**src/rtl/led_pattern_engine_pkg.sv**
```systemverilog
// Shared encodings for the LED pattern engine: motion modes, shift direction, fill phase.
// Pure type definitions with no latency and no backpressure.
package led_pkg;

    typedef enum logic [1:0] {
        MODE_ROTATE   = 2'b00,
        MODE_PINGPONG = 2'b01,
        MODE_FILL     = 2'b10,
        MODE_HOLD     = 2'b11
    } mode_t;

    typedef enum logic {
        DIR_LEFT  = 1'b0,
        DIR_RIGHT = 1'b1
    } dir_t;

    typedef enum logic {
        PHASE_FILL  = 1'b0,
        PHASE_DRAIN = 1'b1
    } phase_t;

endpackage

```
**src/rtl/led_pattern_engine_if.sv**
```systemverilog
// Control and LED-output bundle of the pattern engine; the master drives controls and the slave drives LEDs.
// Plain wires with no latency; there is no backpressure, so steps are never stalled by the consumer.
interface led_pattern_engine_if #(
    parameter int N_LEDS = 4,
    parameter int CNT_W  = 32
);
    logic              i_enable;
    logic [1:0]        i_mode;
    logic              i_dir;
    logic [CNT_W-1:0]  i_period;
    logic              i_load;
    logic [N_LEDS-1:0] i_load_pattern;
    logic [N_LEDS-1:0] o_leds;
    logic              o_step;
    logic              o_wrap;

    modport master (
        output i_enable, i_mode, i_dir, i_period, i_load, i_load_pattern,
        input  o_leds, o_step, o_wrap
    );

    modport slave (
        input  i_enable, i_mode, i_dir, i_period, i_load, i_load_pattern,
        output o_leds, o_step, o_wrap
    );
endinterface

```
**src/rtl/led_pattern_engine_tick.sv**
```systemverilog
// Step prescaler: o_tick is combinational from the count, high every i_period+1 enabled cycles.
// No backpressure; i_enable low freezes the count exactly and i_clear restarts it from zero.
module led_tick_prescaler #(
    parameter int CNT_W = 32
) (
    input  logic             clk,
    input  logic             rst,
    input  logic             i_enable,
    input  logic             i_clear,
    input  logic [CNT_W-1:0] i_period,
    output logic             o_tick
);

    logic [CNT_W-1:0] cnt;

    // Comparing with >= lets a period lowered below the running count tick at once.
    assign o_tick = i_enable && (cnt >= i_period);

    always_ff @(posedge clk or posedge rst) begin
        if (rst) begin
            cnt <= '0;
        end else if (i_clear || o_tick) begin
            cnt <= '0;
        end else if (i_enable) begin
            cnt <= cnt + CNT_W'(1);
        end
    end

endmodule

```
**src/rtl/led_pattern_engine.sv**
```systemverilog
// LED pattern register with prescaled stepping in rotate, ping-pong, fill/drain or hold modes; outputs update one edge after a tick.
// No backpressure: steps are free-running; a load overrides any step and restarts the prescaler.
module led_pattern_engine
    import led_pkg::*;
#(
    parameter int                N_LEDS      = 4,
    parameter int                CNT_W       = 32,
    parameter logic [N_LEDS-1:0] RST_PATTERN = {{(N_LEDS-1){1'b0}}, 1'b1}
) (
    input  logic                 clk,
    input  logic                 rst,
    led_pattern_engine_if.slave  bus
);

    logic [N_LEDS-1:0] leds_q;
    logic              step_q;
    logic              wrap_q;
    dir_t              pp_dir_q;
    phase_t            fill_phase_q;

    logic              tick;
    logic [N_LEDS-1:0] nxt_leds;
    logic              nxt_wrap;
    dir_t              nxt_pp_dir;
    phase_t            nxt_phase;
    logic              fill_bit;

    led_tick_prescaler #(.CNT_W(CNT_W)) u_prescaler (
        .clk      (clk),
        .rst      (rst),
        .i_enable (bus.i_enable),
        .i_clear  (bus.i_load),
        .i_period (bus.i_period),
        .o_tick   (tick)
    );

    always_comb begin
        nxt_leds   = leds_q;
        nxt_wrap   = 1'b0;
        nxt_pp_dir = pp_dir_q;
        nxt_phase  = fill_phase_q;
        fill_bit   = 1'b0;
        case (mode_t'(bus.i_mode))
            MODE_ROTATE: begin
                if (dir_t'(bus.i_dir) == DIR_LEFT) begin
                    nxt_leds = {leds_q[N_LEDS-2:0], leds_q[N_LEDS-1]};
                    nxt_wrap = leds_q[N_LEDS-1];
                end else begin
                    nxt_leds = {leds_q[0], leds_q[N_LEDS-1:1]};
                    nxt_wrap = leds_q[0];
                end
            end
            MODE_PINGPONG: begin
                // Bouncing off an edge reverses within the same step, so the lit bit never stalls.
                if (pp_dir_q == DIR_LEFT) begin
                    if (leds_q[N_LEDS-1]) begin
                        nxt_pp_dir = DIR_RIGHT;
                        nxt_leds   = leds_q >> 1;
                        nxt_wrap   = 1'b1;
                    end else begin
                        nxt_leds = leds_q << 1;
                    end
                end else begin
                    if (leds_q[0]) begin
                        nxt_pp_dir = DIR_LEFT;
                        nxt_leds   = leds_q << 1;
                        nxt_wrap   = 1'b1;
                    end else begin
                        nxt_leds = leds_q >> 1;
                    end
                end
            end
            MODE_FILL: begin
                fill_bit = (fill_phase_q == PHASE_FILL);
                if (fill_phase_q == PHASE_FILL && (&leds_q)) begin
                    nxt_phase = PHASE_DRAIN;
                    fill_bit  = 1'b0;
                    nxt_wrap  = 1'b1;
                end else if (fill_phase_q == PHASE_DRAIN && !(|leds_q)) begin
                    nxt_phase = PHASE_FILL;
                    fill_bit  = 1'b1;
                    nxt_wrap  = 1'b1;
                end
                if (dir_t'(bus.i_dir) == DIR_LEFT) begin
                    nxt_leds = {leds_q[N_LEDS-2:0], fill_bit};
                end else begin
                    nxt_leds = {fill_bit, leds_q[N_LEDS-1:1]};
                end
            end
            default: begin
                nxt_leds = leds_q;
            end
        endcase
    end

    always_ff @(posedge clk or posedge rst) begin
        if (rst) begin
            leds_q       <= RST_PATTERN;
            step_q       <= 1'b0;
            wrap_q       <= 1'b0;
            pp_dir_q     <= DIR_LEFT;
            fill_phase_q <= PHASE_FILL;
        end else if (bus.i_load) begin
            leds_q       <= bus.i_load_pattern;
            step_q       <= 1'b0;
            wrap_q       <= 1'b0;
            pp_dir_q     <= dir_t'(bus.i_dir);
            fill_phase_q <= PHASE_FILL;
        end else if (tick) begin
            leds_q       <= nxt_leds;
            step_q       <= 1'b1;
            wrap_q       <= nxt_wrap;
            pp_dir_q     <= nxt_pp_dir;
            fill_phase_q <= nxt_phase;
        end else begin
            step_q <= 1'b0;
            wrap_q <= 1'b0;
        end
    end

    assign bus.o_leds = leds_q;
    assign bus.o_step = step_q;
    assign bus.o_wrap = wrap_q;

endmodule

```
**src/flat_wrapper.sv**
```systemverilog
// flat-port wrapper written by rule: the top's interface ports become plain ports
module led_pattern_engine_flat import led_pkg::*;
#(
    parameter int                N_LEDS      = 4,
    parameter int                CNT_W       = 32,
    parameter logic [N_LEDS-1:0] RST_PATTERN = {{(N_LEDS-1){1'b0}}, 1'b1}
)
  (clk, rst, bus_i_enable, bus_i_mode, bus_i_dir, bus_i_period, bus_i_load, bus_i_load_pattern, bus_o_leds, bus_o_step, bus_o_wrap);
  led_pattern_engine_if #(.N_LEDS(N_LEDS), .CNT_W(CNT_W)) bus_i ();
  input  logic clk;
  input  logic rst;
  input wire logic [$bits(bus_i.i_enable)-1:0] bus_i_enable;
  input wire logic [$bits(bus_i.i_mode)-1:0] bus_i_mode;
  input wire logic [$bits(bus_i.i_dir)-1:0] bus_i_dir;
  input wire logic [$bits(bus_i.i_period)-1:0] bus_i_period;
  input wire logic [$bits(bus_i.i_load)-1:0] bus_i_load;
  input wire logic [$bits(bus_i.i_load_pattern)-1:0] bus_i_load_pattern;
  output wire logic [$bits(bus_i.o_leds)-1:0] bus_o_leds;
  output wire logic [$bits(bus_i.o_step)-1:0] bus_o_step;
  output wire logic [$bits(bus_i.o_wrap)-1:0] bus_o_wrap;
  assign bus_i.i_enable = bus_i_enable;
  assign bus_i.i_mode = bus_i_mode;
  assign bus_i.i_dir = bus_i_dir;
  assign bus_i.i_period = bus_i_period;
  assign bus_i.i_load = bus_i_load;
  assign bus_i.i_load_pattern = bus_i_load_pattern;
  assign bus_o_leds = bus_i.o_leds;
  assign bus_o_step = bus_i.o_step;
  assign bus_o_wrap = bus_i.o_wrap;
  led_pattern_engine #(.N_LEDS(N_LEDS), .CNT_W(CNT_W), .RST_PATTERN(RST_PATTERN)) u_core (.clk(clk), .rst(rst), .bus(bus_i));
endmodule
```
**config.mk**
```make
export PLATFORM = sky130hd
export DESIGN_NAME = led_pattern_engine_flat
export DESIGN_NICKNAME = d
export VERILOG_FILES = /design/src/rtl/led_pattern_engine_pkg.sv /design/src/rtl/led_pattern_engine_if.sv /design/src/rtl/led_pattern_engine_tick.sv /design/src/rtl/led_pattern_engine.sv /design/src/flat_wrapper.sv
export SDC_FILE = /design/constraint.sdc
export NUM_CORES = 1
export LEC_CHECK = 0
export CORE_UTILIZATION = 59
export DETAILED_ROUTE_END_ITERATION = 10
export PLACE_DENSITY_LB_ADDON = 0.3
export SLEW_MARGIN = 20
export SYNTH_ARGS = -nofsm -noshare
export SYNTH_HDL_FRONTEND = slang
export SYNTH_SLANG_ARGS = --single-unit
```
**constraint.sdc**
```tcl
create_clock -name clk -period 5.6 [get_ports clk]
set_input_delay 1.12 -clock clk [delete_from_list [all_inputs] [get_ports clk]]
set_output_delay 1.12 -clock clk [all_outputs]
set_load 0.05 [all_outputs]
```
Word level (Yosys, flattened, before mapping)
Cells that the tools add are included.
- add/subtract/negate cells: 1
- order comparisons: 1
- equality and inequality tests: 2
- mux-type cells: 33
- bitwise logic cells: 1
- reductions and logical operators: 17
- operator list (cell ; count):
    32-bit two-way mux ; 2
    32-bit by 1-bit adder with 32-bit output, second input constant ; 1
    32-bit greater-or-equal comparator ; 1
    4-bit two-way mux ; 7
    1-bit two-way mux ; 22
    4-bit one-hot mux with 3 select lines ; 1
    2-bit nonzero test ; 4
    2-bit AND reduction ; 2
    4-bit AND reduction ; 1
    4-bit nonzero test ; 1
    4-bit OR reduction ; 1
    1-bit logical AND ; 3
    1-bit one-hot mux with 3 select lines ; 1
    3-bit AND reduction ; 1
    3-bit nonzero test ; 1
    2-bit by 1-bit == test with 1-bit output, second input constant ; 1
    2-bit == test, second input constant ; 1
    2-bit logical NOT ; 1
    1-bit logical NOT ; 1
    1-bit logical OR ; 1
    1-bit NOT ; 1
- bits in registers: 40
- bits of input ports: 43
- output and inout bits: 6
- logic and storage cells: 61

Depth between registers and ports, before layout
- depth after elaboration: 9
- gate-level depth with buffers: 10
- gate-level depth less buffers: 8

Hierarchy
A second synthesis with hierarchy kept.
- cell total of the unflattened synthesis: 367
- area total of the unflattened synthesis: 3271.9 sq um
- modules (own cells, without submodules) (module ; times used ; cells an instance ; area each (sq um) ; seq. area each (sq um)):
    led_tick_prescaler ; 1 ; 273 ; 2489.9 ; 800.8
    led_pattern_engine ; 1 ; 94 ; 782.0 ; 201.4

Worst setup path after synthesis
OpenSTA, ideal clock, no wires.
- kind: input -> register
- start: in bus_i_period[14]
- end: reg u_core.u_prescaler.cnt[4]
- library setup time: 0.119 ns
- data arrival time: 2.819 ns
- data required time: 5.481 ns
- slack: 2.662 ns
- cell stages on the path: 10
- path buffers: 2
- path through: inv_1 -> ha_1 -> and4_1 -> o211ai_1 -> o32a_2 -> a211oi_2 -> or3_1 -> buf_4 -> buf_6 -> nor2_1
- word-level cells in the longest chain between the ends: 4
- elaborated cells on any way between the ends: 5
- classes of those cells: 1 x order compare; 1 x mux; 3 x reduce/logical
- ends and longest elaborated chain (element ; line ; source):
    from (decl) ; flat_wrapper.sv:15 ; input wire logic [$bits(bus_i.i_period)-1:0] bus_i_period;
    32-bit greater-or-equal comparator * ; led_pattern_engine_tick.sv:17 ; assign o_tick = i_enable && (cnt >= i_period);
    1-bit logical AND * ; led_pattern_engine_tick.sv:17 ;
    1-bit logical OR * ; led_pattern_engine_tick.sv:22 ; end else if (i_clear || o_tick) begin
    32-bit two-way mux / 2-bit nonzero test (equally long branches) ; n/a ;
    to (signal assigned) ; led_pattern_engine_tick.sv:25 ; cnt <= cnt + CNT_W'(1);
    to (decl) ; led_pattern_engine_tick.sv:14 ; logic [CNT_W-1:0] cnt;
Every way passes the cells marked *; elsewhere a longest branch is shown, timed or not.
A chain may end at the register's enable or synchronous reset.

Final worst setup path
- start: in bus_i_period[31]
- end: reg u_core.u_prescaler.cnt[29]
The elaborated chain is that of the path after synthesis.

==> summary.txt <==
Outcome
  • Status: complete, no violations

Global route
  • Vias in the first global route: 2661
  • Antenna violations before repair: 0
  • Grt total ovfl: 0
  • First-pass GRT wire length: 11600 µm
  • Largest net degree at the start of global routing: 41
  • Total GRT Usage: 0.272

Clock tree
  • CTS tree: built
  • Clk_lat worst skew: 300 ps
  • Post-CTS sizing: 0
  • Clock-pin slew on the worst setup and hold paths: 80 ps
  • Clk sinks: 40
  • Postcts setup bufs: 0
  • Root Driver: clkbuf_8
  • Clk buf depth: 2
  • Htree depth: 2
  • Cts hold-fix bufs: 0
  • CTS Buf Count: 5

Critical path
  • Max stage delay on crit path: 770 ps
  • Worst setup SP type: primary input
  • Critical path class: primary input to register
  • WP buf/inv: 2
  • CP top delay family: simple AND/OR/NAND/NOR gates
  • Crit-path cells: clkdlybuf4s50_1 > inv_1 > ha_1 > nand4_1 > nor4_2 > a22oi_1 > a21oi_1 > or3_1 > nor2_1
  • Critical path fanouts, max: 28
  • FF-to-FF path depth: 7
  • Critical path depth: 9
  • Critical path data arrival time: 3890 ps
  • Crit. End Element: register
  • Highest-delay cell along the critical path: or3_1
  • WP data required: 5740 ps

Cells and area
  • Fill cell count: 418
  • Antenna fix cells: 0
  • Share of cells above drive strength 1: 0.0496
  • Commonest non-fill, non-tap cell in the layout: nor2_1
  • FF+latch area: 0.00100 mm²
  • Util after Layout: 0.736
  • Most frequent cells in the layout: nor2_1 (49), clkdlybuf4s50_1 (48), inv_1 (47)
  • Multi-input logic area: 0.00192 mm²
  • Total Nets Final: 502
  • Area grow syn2layout: 19.6%

Floorplan
  • I/O pin cnt: 49
  • Die Ht: 75.3 µm
  • Die Span X: 75.3 µm
  • Core area: 0.00514 mm²
  • Cell Rows: 26
  • Initial Utilization: 0.616
  • DIE AREA: 0.00566 mm²

Timing
  • Relative slew slack: 0.401
  • Clock Skews: 10.2 ps
  • TNS Setup: 0 ps
  • RSZ-0062 raised after global routing: no
  • Fmax: 266 MHz
  • Fin worst setup slack: 1840 ps
  • Crit share post-route: 0.671
  • Setup violations, final: 0
  • Final Max Slew Viols: 0
  • Min cycle time layout: 3760 ps
  • Worst slew pin tran: 898 ps
  • Final Hold Fails: 0

Synth
  • Post-synth EDFFs: 0
  • Warnings from Yosys: 0
  • Post-Syn Area per Cell: 8.37 µm²
  • Synthesized cell area: 0.00317 mm²
  • Syn nets: 458
  • FFs w/ async S/R, synth: 1.00
  • #FFs+latches synth: 40
  • Sequential share of the synthesized area: 0.317
  • Share of the synthesized area in the top cell type: 0.308
  • Mapped Cells: 378
  • Synth area leader: dfrtp_1
  • Unique cell type count in the Yosys netlist: 57
  • Ys flop type: dfrtp_1
  • Cells taking the most area after synthesis: dfrtp_1 (31%), ha_1 (15%), nor2_1 (5.8%), inv_1 (5.6%), xor2_1 (4.4%)

Pwr
  • Power Total: 663 µW
  • Peak supply drop: 174 µV
  • Pwr Density: 175 mW/mm²
  • Static Leak: 1.79 nW

Placement
  • DP HPWL: 5290 µm
  • Routability cong.: 0.908
  • Port Buffer Count: 48
  • Place WS: 1510 ps

Drt
  • Wirelength, routed: 7040 µm
  • Initial DRC Count: 260
  • Initial DRT Pass Iterations: 4
  • Vias: 2773
  • Average wire per cell in the routed design: 14.3 µm
  • Post-route ant nets: 0
  • Residual DRC: 0
  • Via/cell ratio: 5.62

Run
  • Max-Cap Viols: 0

Min path
  • Hold WC Path Type: register to register
  • WHS Path Cells: 2
==> path summary, 6_finish.rpt <==
check | start | end | slack, ps
min reg2reg | u_core.u_prescaler.cnt[31] | u_core.u_prescaler.cnt[31] | 570
max in group asynchronous | rst | u_core.bus.o_leds[0] | 3990
min | u_core.u_prescaler.cnt[31] | u_core.u_prescaler.cnt[31] | 570
max | bus_i_period[31] | u_core.u_prescaler.cnt[29] | 1840
min in group asynchronous | rst | u_core.u_prescaler.cnt[27] | 1240
max reg2reg | u_core.u_prescaler.cnt[29] | u_core.u_prescaler.cnt[29] | 2730
==> metal layers <==
layer	wire [µm]	part of all wire	GRT usage	vias up
li1	-	-	-	1393
met1	3200	0.45	0.356	1277
met2	3420	0.49	0.471	94
met3	350	0.050	0.0455	9
met4	70	0.0099	0.0700	0
met5	0	0	0	-
==> cell type report <==
cell class	instances	share of cell area
Multi-Input combinational cell	279	0.508
Sequential cell	40	0.265
Timing Repair Buffer	49	0.129
Inverter	47	0.0466
Tap cell	70	0.0231
Clock buffer	6	0.0192
Clock inverter	2	0.00926
==> synth_stat cells (4+ instances only) <==
library cell  instances
nand2_1              30
and3_1                8
nor2_1               49
a211oi_1              4
xnor2_1              12
a21oi_1              23
ha_1                 37
nor2b_1               4
nand3b_1              4
dfrtp_1              39
xor2_1               16
clkbuf_1              8
nor3_1                7
nand3_1              10
o21ai_0               8
o22ai_1               4
nand2b_1              4
nand4_1               8
inv_1                47
==> logic make-up after synthesis <==
group	synth area share
buffers and inverters	0.0759
AND/OR/NAND/NOR	0.221
XOR/XNOR	0.0775
multiplexers	0.00672
AO/OA/AOI/OAI	0.156
flip-flops	0.317
adder cells (fa/ha/maj)	0.146
==> tightest hold or removal path: cells and delay by family (launching register included) <==
| kind | cells | cell delay [ps] |
|---|---|---|
| flops | 1 | 380 |
| xor+xnor | 1 | 80 |
| simple gates | 1 | 70 |
==> per-stage QoR <==
stage	cells	area, µm²	hold slack, ps
after floorplan	378	3170	509
after global placement	485	3680	535
after detailed placement	485	3680	558
after CTS	493	3780	572
after global routing	493	3780	603
final	493	3780	572
==> report_power, final <==
part | internal [mW] | total, mW | switching [mW]
Clock | 0.132 | 0.238 | 0.105
Sequential | 0.294 | 0.304 | 0.0103
Combinational | 0.0587 | 0.121 | 0.0627
==> state kept, by name (all words and copies together), names as in the netlist <==
| signal | count |
|---|---|
| u_core.fill_phase_q | 1 |
| u_core.bus.o_wrap | 1 |
| u_core.pp_dir_q | 1 |
| u_core.u_prescaler.cnt | 32 |
| u_core.bus.o_leds | 4 |
| u_core.bus.o_step | 1 |
Power figures use the tool's default switching activity.
